===== src/rtl/fcl_pkg.sv =====
// Shared constants and FSM state type for the first binarized FC layer.
// PRO_CH_CNT is the number of neuron groups the layer walks at the default
// sizes (N_OUT_DEF / PRO_PARALLEL).
package fcl_pkg;

    localparam int unsigned PRO_WIDTH    = 8;
    localparam int unsigned PRO_PARALLEL = 16;
    localparam int unsigned ACC_WIDTH    = 20;
    localparam int unsigned N_IN_DEF     = 784;
    localparam int unsigned N_OUT_DEF    = 2048;
    localparam int unsigned PRO_CH_CNT   = N_OUT_DEF / PRO_PARALLEL;

    typedef enum logic [2:0] {
        IDLE,
        RUN,
        DRAIN,
        OUT,
        DONE
    } fcl_state_t;

endpackage


===== src/rtl/fcl_pro_ctrl.sv =====
// Sequencer for the fcl_pro binarized fully-connected datapath.
// Walks N_OUT neurons in groups of PRO_PARALLEL. For each group it streams
// N_IN pixels and weight words from the fixed-latency memories into the
// datapath. It then captures the group result and offers it downstream
// over a valid/ready handshake.
//
// Ports:
//   clk, rst           clock, synchronous active-high reset
//   start, cfg_shift   layer launch (IDLE only); result shift latched on start
//   busy, done         layer in progress; one-cycle completion pulse
//   in_rd_en/in_addr   input buffer read (data returns next cycle on in_rdata)
//   w_rd_en/w_addr     weight memory read (data returns next cycle on w_rdata)
//   dp_pixel, dp_w     beat presented to the datapath
//   dp_first           datapath loads rather than accumulates on this beat
//   dp_shift           result shift for the whole layer
//   dp_out             datapath result lanes
//   out_valid/ready    downstream handshake for out_data / out_group
module fcl_pro_ctrl #(
    parameter int unsigned N_IN         = fcl_pkg::N_IN_DEF,
    parameter int unsigned N_OUT        = fcl_pkg::N_OUT_DEF,
    parameter int unsigned PRO_PARALLEL = fcl_pkg::PRO_PARALLEL,
    parameter int unsigned PRO_WIDTH    = fcl_pkg::PRO_WIDTH,
    parameter int unsigned ACC_WIDTH    = fcl_pkg::ACC_WIDTH,
    localparam int unsigned GRP_CNT     = N_OUT / PRO_PARALLEL,
    localparam int unsigned PIX_W       = (N_IN > 1) ? $clog2(N_IN) : 1,
    localparam int unsigned GRP_W       = (GRP_CNT > 1) ? $clog2(GRP_CNT) : 1,
    localparam int unsigned WADDR_W     = (N_IN * GRP_CNT > 1) ? $clog2(N_IN * GRP_CNT) : 1,
    localparam int unsigned SHIFT_W     = $clog2(ACC_WIDTH),
    localparam int unsigned DATA_W      = PRO_PARALLEL * PRO_WIDTH
) (
    input  logic                    clk,
    input  logic                    rst,
    input  logic                    start,
    input  logic [SHIFT_W-1:0]      cfg_shift,
    output logic                    busy,
    output logic                    done,
    output logic                    in_rd_en,
    output logic [PIX_W-1:0]        in_addr,
    input  logic [PRO_WIDTH-1:0]    in_rdata,
    output logic                    w_rd_en,
    output logic [WADDR_W-1:0]      w_addr,
    input  logic [PRO_PARALLEL-1:0] w_rdata,
    output logic [PRO_WIDTH-1:0]    dp_pixel,
    output logic [PRO_PARALLEL-1:0] dp_w,
    output logic                    dp_first,
    output logic [SHIFT_W-1:0]      dp_shift,
    input  logic [DATA_W-1:0]       dp_out,
    output logic                    out_valid,
    input  logic                    out_ready,
    output logic [DATA_W-1:0]       out_data,
    output logic [GRP_W-1:0]        out_group
);

    import fcl_pkg::*;

    fcl_state_t          state_q, state_d;
    logic [PIX_W-1:0]    pix_d;
    logic [GRP_W-1:0]    grp_q, grp_d;
    logic [WADDR_W-1:0]  w_addr_d;
    logic [SHIFT_W-1:0]  shift_d;
    logic                drain_q, drain_d;
    logic                rd_d;
    logic                done_d;
    logic                capture;
    logic                last_pix;
    logic                last_grp;

    logic                beat_valid_q;
    logic                beat_first_q;
    logic [PRO_WIDTH-1:0]    pix_hold_q;
    logic [PRO_PARALLEL-1:0] w_hold_q;

    assign last_pix = (in_addr == PIX_W'(N_IN - 1));
    assign last_grp = (grp_q == GRP_W'(GRP_CNT - 1));

    // Next-state, counter and strobe decode.
    // w_addr runs as a single counter across groups, so it always equals
    // grp*N_IN + pix without a multiplier.
    always_comb begin
        state_d  = state_q;
        pix_d    = in_addr;
        grp_d    = grp_q;
        w_addr_d = w_addr;
        shift_d  = dp_shift;
        drain_d  = 1'b0;
        rd_d     = 1'b0;
        done_d   = 1'b0;
        capture  = 1'b0;

        case (state_q)
            IDLE: begin
                if (start) begin
                    state_d  = RUN;
                    shift_d  = cfg_shift;
                    grp_d    = '0;
                    pix_d    = '0;
                    w_addr_d = '0;
                    rd_d     = 1'b1;
                end
            end
            RUN: begin
                if (last_pix) begin
                    state_d = DRAIN;
                    pix_d   = '0;
                end else begin
                    pix_d    = in_addr + PIX_W'(1);
                    w_addr_d = w_addr + WADDR_W'(1);
                    rd_d     = 1'b1;
                end
            end
            DRAIN: begin
                // First cycle: last beat reaches the datapath.
                // Second cycle: the completed sum is visible on dp_out.
                if (!drain_q) begin
                    drain_d = 1'b1;
                end else begin
                    capture = 1'b1;
                    state_d = OUT;
                end
            end
            OUT: begin
                if (out_ready) begin
                    if (last_grp) begin
                        state_d = DONE;
                        done_d  = 1'b1;
                    end else begin
                        state_d  = RUN;
                        grp_d    = grp_q + GRP_W'(1);
                        w_addr_d = w_addr + WADDR_W'(1);
                        rd_d     = 1'b1;
                    end
                end
            end
            DONE: begin
                state_d = IDLE;
            end
            default: begin
                state_d = IDLE;
            end
        endcase
    end

    // Control registers and registered outputs.
    always_ff @(posedge clk) begin
        if (rst) begin
            state_q   <= IDLE;
            in_addr   <= '0;
            grp_q     <= '0;
            w_addr    <= '0;
            dp_shift  <= '0;
            drain_q   <= 1'b0;
            in_rd_en  <= 1'b0;
            w_rd_en   <= 1'b0;
            busy      <= 1'b0;
            done      <= 1'b0;
            out_valid <= 1'b0;
        end else begin
            state_q   <= state_d;
            in_addr   <= pix_d;
            grp_q     <= grp_d;
            w_addr    <= w_addr_d;
            dp_shift  <= shift_d;
            drain_q   <= drain_d;
            in_rd_en  <= rd_d;
            w_rd_en   <= rd_d;
            busy      <= (state_d != IDLE);
            done      <= done_d;
            out_valid <= (state_d == OUT);
        end
    end

    // Beat tracking (read strobe delayed by the memory latency) and result capture.
    always_ff @(posedge clk) begin
        if (rst) begin
            beat_valid_q <= 1'b0;
            beat_first_q <= 1'b0;
            pix_hold_q   <= '0;
            w_hold_q     <= '0;
            out_data     <= '0;
            out_group    <= '0;
        end else begin
            beat_valid_q <= in_rd_en;
            beat_first_q <= in_rd_en && (in_addr == '0);
            if (beat_valid_q) begin
                pix_hold_q <= in_rdata;
                w_hold_q   <= w_rdata;
            end
            if (capture) begin
                out_data  <= dp_out;
                out_group <= grp_q;
            end
        end
    end

    // Memory data bypasses straight to the datapath on a beat so the last
    // beat lands in the first drain cycle; between beats the last value holds.
    assign dp_pixel = beat_valid_q ? in_rdata : pix_hold_q;
    assign dp_w     = beat_valid_q ? w_rdata  : w_hold_q;
    assign dp_first = beat_valid_q && beat_first_q;

endmodule


===== config.mk =====
export PLATFORM = sky130hd
export DESIGN_NAME = fcl_pro_ctrl
export DESIGN_NICKNAME = d
export VERILOG_FILES = /design/src/rtl/fcl_pkg.sv /design/src/rtl/fcl_pro_ctrl.sv
export SDC_FILE = /design/constraint.sdc
export NUM_CORES = 1
export LEC_CHECK = 0
export BUFFER_PORTS_ARGS = -buffer_cell sky130_fd_sc_hd__buf_2
export CORE_MARGIN = 5
export CORE_UTILIZATION = 40
export DETAILED_ROUTE_END_ITERATION = 10
export HOLD_SLACK_MARGIN = 0.1
export PLACE_DENSITY = 0.7
export SYNTH_ARGS = -nofsm -noshare
export SYNTH_HDL_FRONTEND = slang
export SYNTH_SLANG_ARGS = --single-unit

===== constraint.sdc =====
create_clock -name clk -period 3 [get_ports clk]
set_input_delay 0 -clock clk [delete_from_list [all_inputs] [get_ports clk]]
set_output_delay 0 -clock clk [all_outputs]
set_load 0.01 [all_outputs]

==> summary.txt <==
Global routing
  – GRT Total Usage: 0.256
  – First-pass GRT wire length: 48,000 um
  – Initial antenna violation count: 0
  – Vias in the first global route: 9,212
  – Largest net degree at the start of global routing: 120
  – Overflow left after global routing: 0

Layout
  – Ratio of cells with drive above 1 in the final layout: 0.289
  – Final instance area: 0.0128 mm^2
  – Most frequent cells in the layout: 356 x buf_2, 309 x nand2_1, 208 x dfxtp_1
  – P&R area growth vs syn: 58.8%
  – Fin cells: 1,767
  – Nets@finish: 1,651
  – Commonest non-fill, non-tap cell in the layout: buf_2
  – Fill cells: 1,465

Logic synthesis
  – Post-synthesis compound-gate area fraction: 0.151
  – Cells after Synth: 959
  – Main synth FF type: dfxtp_1
  – Ys Warns: 0
  – FF+latch count, synth: 208
  – Sequential share of the synthesized area: 0.518
  – Largest family of logic cells by synthesized area: simple AND/OR/NAND/NOR gates
  – Async S/R FF share, synth: 0
  – Post-synthesis mux area share: 0.0436
  – Synth Area in XOR/XNOR: 0.00436
  – Post-Synth Simple-Gate Area: 0.234
  – Post-Syn Nets: 1,124
  – Post-synth cell types: 54
  – EDFF count, synth: 0
  – Adder-Cell Fraction of Synth Area: 0.00622
  – Cell Area, Synth: 0.00804 mm^2
  – Synthesized area per cell: 8.39 um^2

Detailed routing
  – DR vias/cell: 5.12
  – Average wire per standard cell: 17.6 um
  – Pre-antenna DRT Iters: 6
  – Post-route DRC: 0
  – Iteration-0 DRC Markers: 542
  – Vias: 9,044
  – Total wire length: 31,000 um
  – ANT nets after route: 0

STA
  – Skew final: 0.00685 ns
  – Final hold viol count: 0
  – Final worst setup slack: 0.263 ns
  – Worst slew pin tran: 1.05 ns
  – RSZ-0062 raised after global routing: false
  – Sum of negative setup slack: 0 ns
  – Post-layout min period: 2.74 ns
  – Final setup vio count: 0
  – Fmax: 365 MHz
  – Final slew viol count: 0
  – Max-slew headroom: 0.298
  – Final worst path period share: 0.912

Floorplanning
  – Die footprint: 0.0230 mm^2
  – Starting Density: 0.409
  – Die extent in x: 152 um
  – I/O pin count: 358
  – Cell Rows: 51
  – DIE HEIGHT: 152 um
  – CORE AREA: 0.0197 mm^2

Hold path
  – Hold crit path type: input pin to flop
  – Worst Hold Launch: start

Clock tree
  – CTS root buf: clkbuf_16
  – Postcts setup bufs: 0
  – Clk buf depth: 3
  – Htree depth: 1
  – Clk sink count: 208
  – Post-CTS sizing: 0
  – Clock slew at reported path FFs: 0.06 ns
  – CTS tree: done
  – Clock latency on the worst-skew pair: 0.50 ns
  – Clock buffer count from CTS: 23

Power and ir drop
  – VDD IR max: 0.442 mV
  – Static Leak: 5.68 nW
  – Pwr Density: 492 mW/mm^2

Placement
  – Buffers on Ports: 357
  – Routability cong.: 0.840
  – Placed Instances: 1,526
  – Detail Placement HPWL: 17,800 um
  – Pre-CTS setup slack: 0.680 ns
  – Cell Area, Placed: 0.00999 mm^2

Critical path
  – Startpoint Class: flop
  – Req. time, crit path: 3.44 ns
  – FF-to-FF Start: state_q[1]
  – Crit. End Element: flop
  – Setup CP Type: flop to flop
  – Critical path arrival: 3.18 ns
  – Worst setup path start: state_q[1]
  – CP Max Fanout: 57

Job
  – Max cap viols: 0

Run status
  – Status: complete, no violations
[final cells by class]
| class | instances | area (um^2) | share of cell area |
|---|---|---|---|
| timing repair buffer | 568 | 3900 | 0.305 |
| sequential | 208 | 4160 | 0.326 |
| antenna | 2 | 5.00 | 0.000392 |
| tap | 265 | 332 | 0.0260 |
| multi-input combinational | 671 | 3540 | 0.277 |
| inverter | 14 | 52.6 | 0.00412 |
| clock buffer | 28 | 614 | 0.0481 |
| clock inverter | 11 | 159 | 0.0124 |
[per-layer routing]
| metal | global-route usage | part of all wire |
|---|---|---|
| met1 | 0.303 | 0.38 |
| met2 | 0.431 | 0.47 |
| met3 | 0.0720 | 0.10 |
| met4 | 0.115 | 0.044 |
| met5 | 0 | 0 |
[registers in the layout (all words and copies together) (netlist names)]
signal / flops
out_data: 128
w_addr: 17
w_hold_q: 16
in_addr: 10
pix_hold_q: 8
grp_q: 7
out_group: 7
dp_shift: 5
state_q: 3
beat_first_q: 1
beat_valid_q: 1
busy: 1
done: 1
drain_q: 1
out_valid: 1
w_rd_en: 1
[final timing paths]
kind         depth (start not counted)            to  slack (ns)
max                                  6  out_data[84]        0.26
min                                  5   dp_shift[2]        0.18
min reg2reg                          1       drain_q        0.44
max reg2reg                          6  out_data[84]        0.26
[metrics by stage]
stage / hold slack, ns / power [mW] / util
floorplan: 0.0795 / 3.05 / -
global placement: 0.240 / 3.23 / 0.508
detailed placement: 0.245 / 3.23 / 0.508
CTS: 0.143 / 6.32 / 0.649
global route: 0.183 / 6.51 / 0.649
finish: 0.175 / 6.28 / 0.650
[what timing repair did]
item                                    4_1_cts  5_1_grt
endpoints found under the setup margin        0        0
hold endpoints to repair                    173        0
hold buffers                                200        0
[kinds of logic after synthesis]
family                   after synthesis
buffers and inverters                 80
adder cells (fa/ha/maj)                4
XOR/XNOR                               4
AND/OR/NAND/NOR                      426
multiplexers                          32
AO/OA/AOI/OAI                        205
flip-flops                           208
[critical path, cell delays in order, from the launching register on]
cell and delay (ns):
dfxtp_1 0.62, nand2b_1 0.21, nor3b_2 0.39, buf_4 0.56, nand2_1 0.13, a21oi_1 0.15, dlygate4sd3_1 0.57
[synthesized netlist by cell type, drive strengths merged, types with 3 or more instances]
| cell type | instances | area, um^2 |
|---|---|---|
| a21boi | 4 | 30.0 |
| a21oi | 148 | 741 |
| a31oi | 13 | 81.3 |
| a41oi | 5 | 43.8 |
| and2 | 29 | 181 |
| and3 | 7 | 43.8 |
| and4 | 5 | 43.8 |
| buf | 24 | 131 |
| clkbuf | 42 | 158 |
| dfxtp | 208 | 4160 |
| ha | 4 | 50.1 |
| inv | 14 | 52.6 |
| mux2 | 24 | 270 |
| mux2i | 8 | 80.1 |
| nand2 | 309 | 1160 |
| nand3 | 17 | 85.1 |
| nand3b | 4 | 30.0 |
| nand4 | 4 | 25.0 |
| nor2 | 15 | 56.3 |
| nor2b | 3 | 18.8 |
| nor3 | 6 | 30.0 |
| nor3b | 3 | 27.5 |
| nor4 | 10 | 62.6 |
| o2111ai | 6 | 52.6 |
| o21a | 3 | 22.5 |
| o21ai | 8 | 40.0 |
| o41a | 3 | 33.8 |
| or3 | 6 | 37.5 |
| xnor2 | 3 | 26.3 |
[power breakdown]
| part | total (mW) | switching [mW] | internal, mW |
|---|---|---|---|
| Combinational | 0.540 | 0.233 | 0.307 |
| Clock | 2.92 | 1.13 | 1.79 |
| Sequential | 2.83 | 0.0309 | 2.79 |
| Total | 6.28 | 1.39 | 4.90 |
Power figures use the tool's default switching activity.
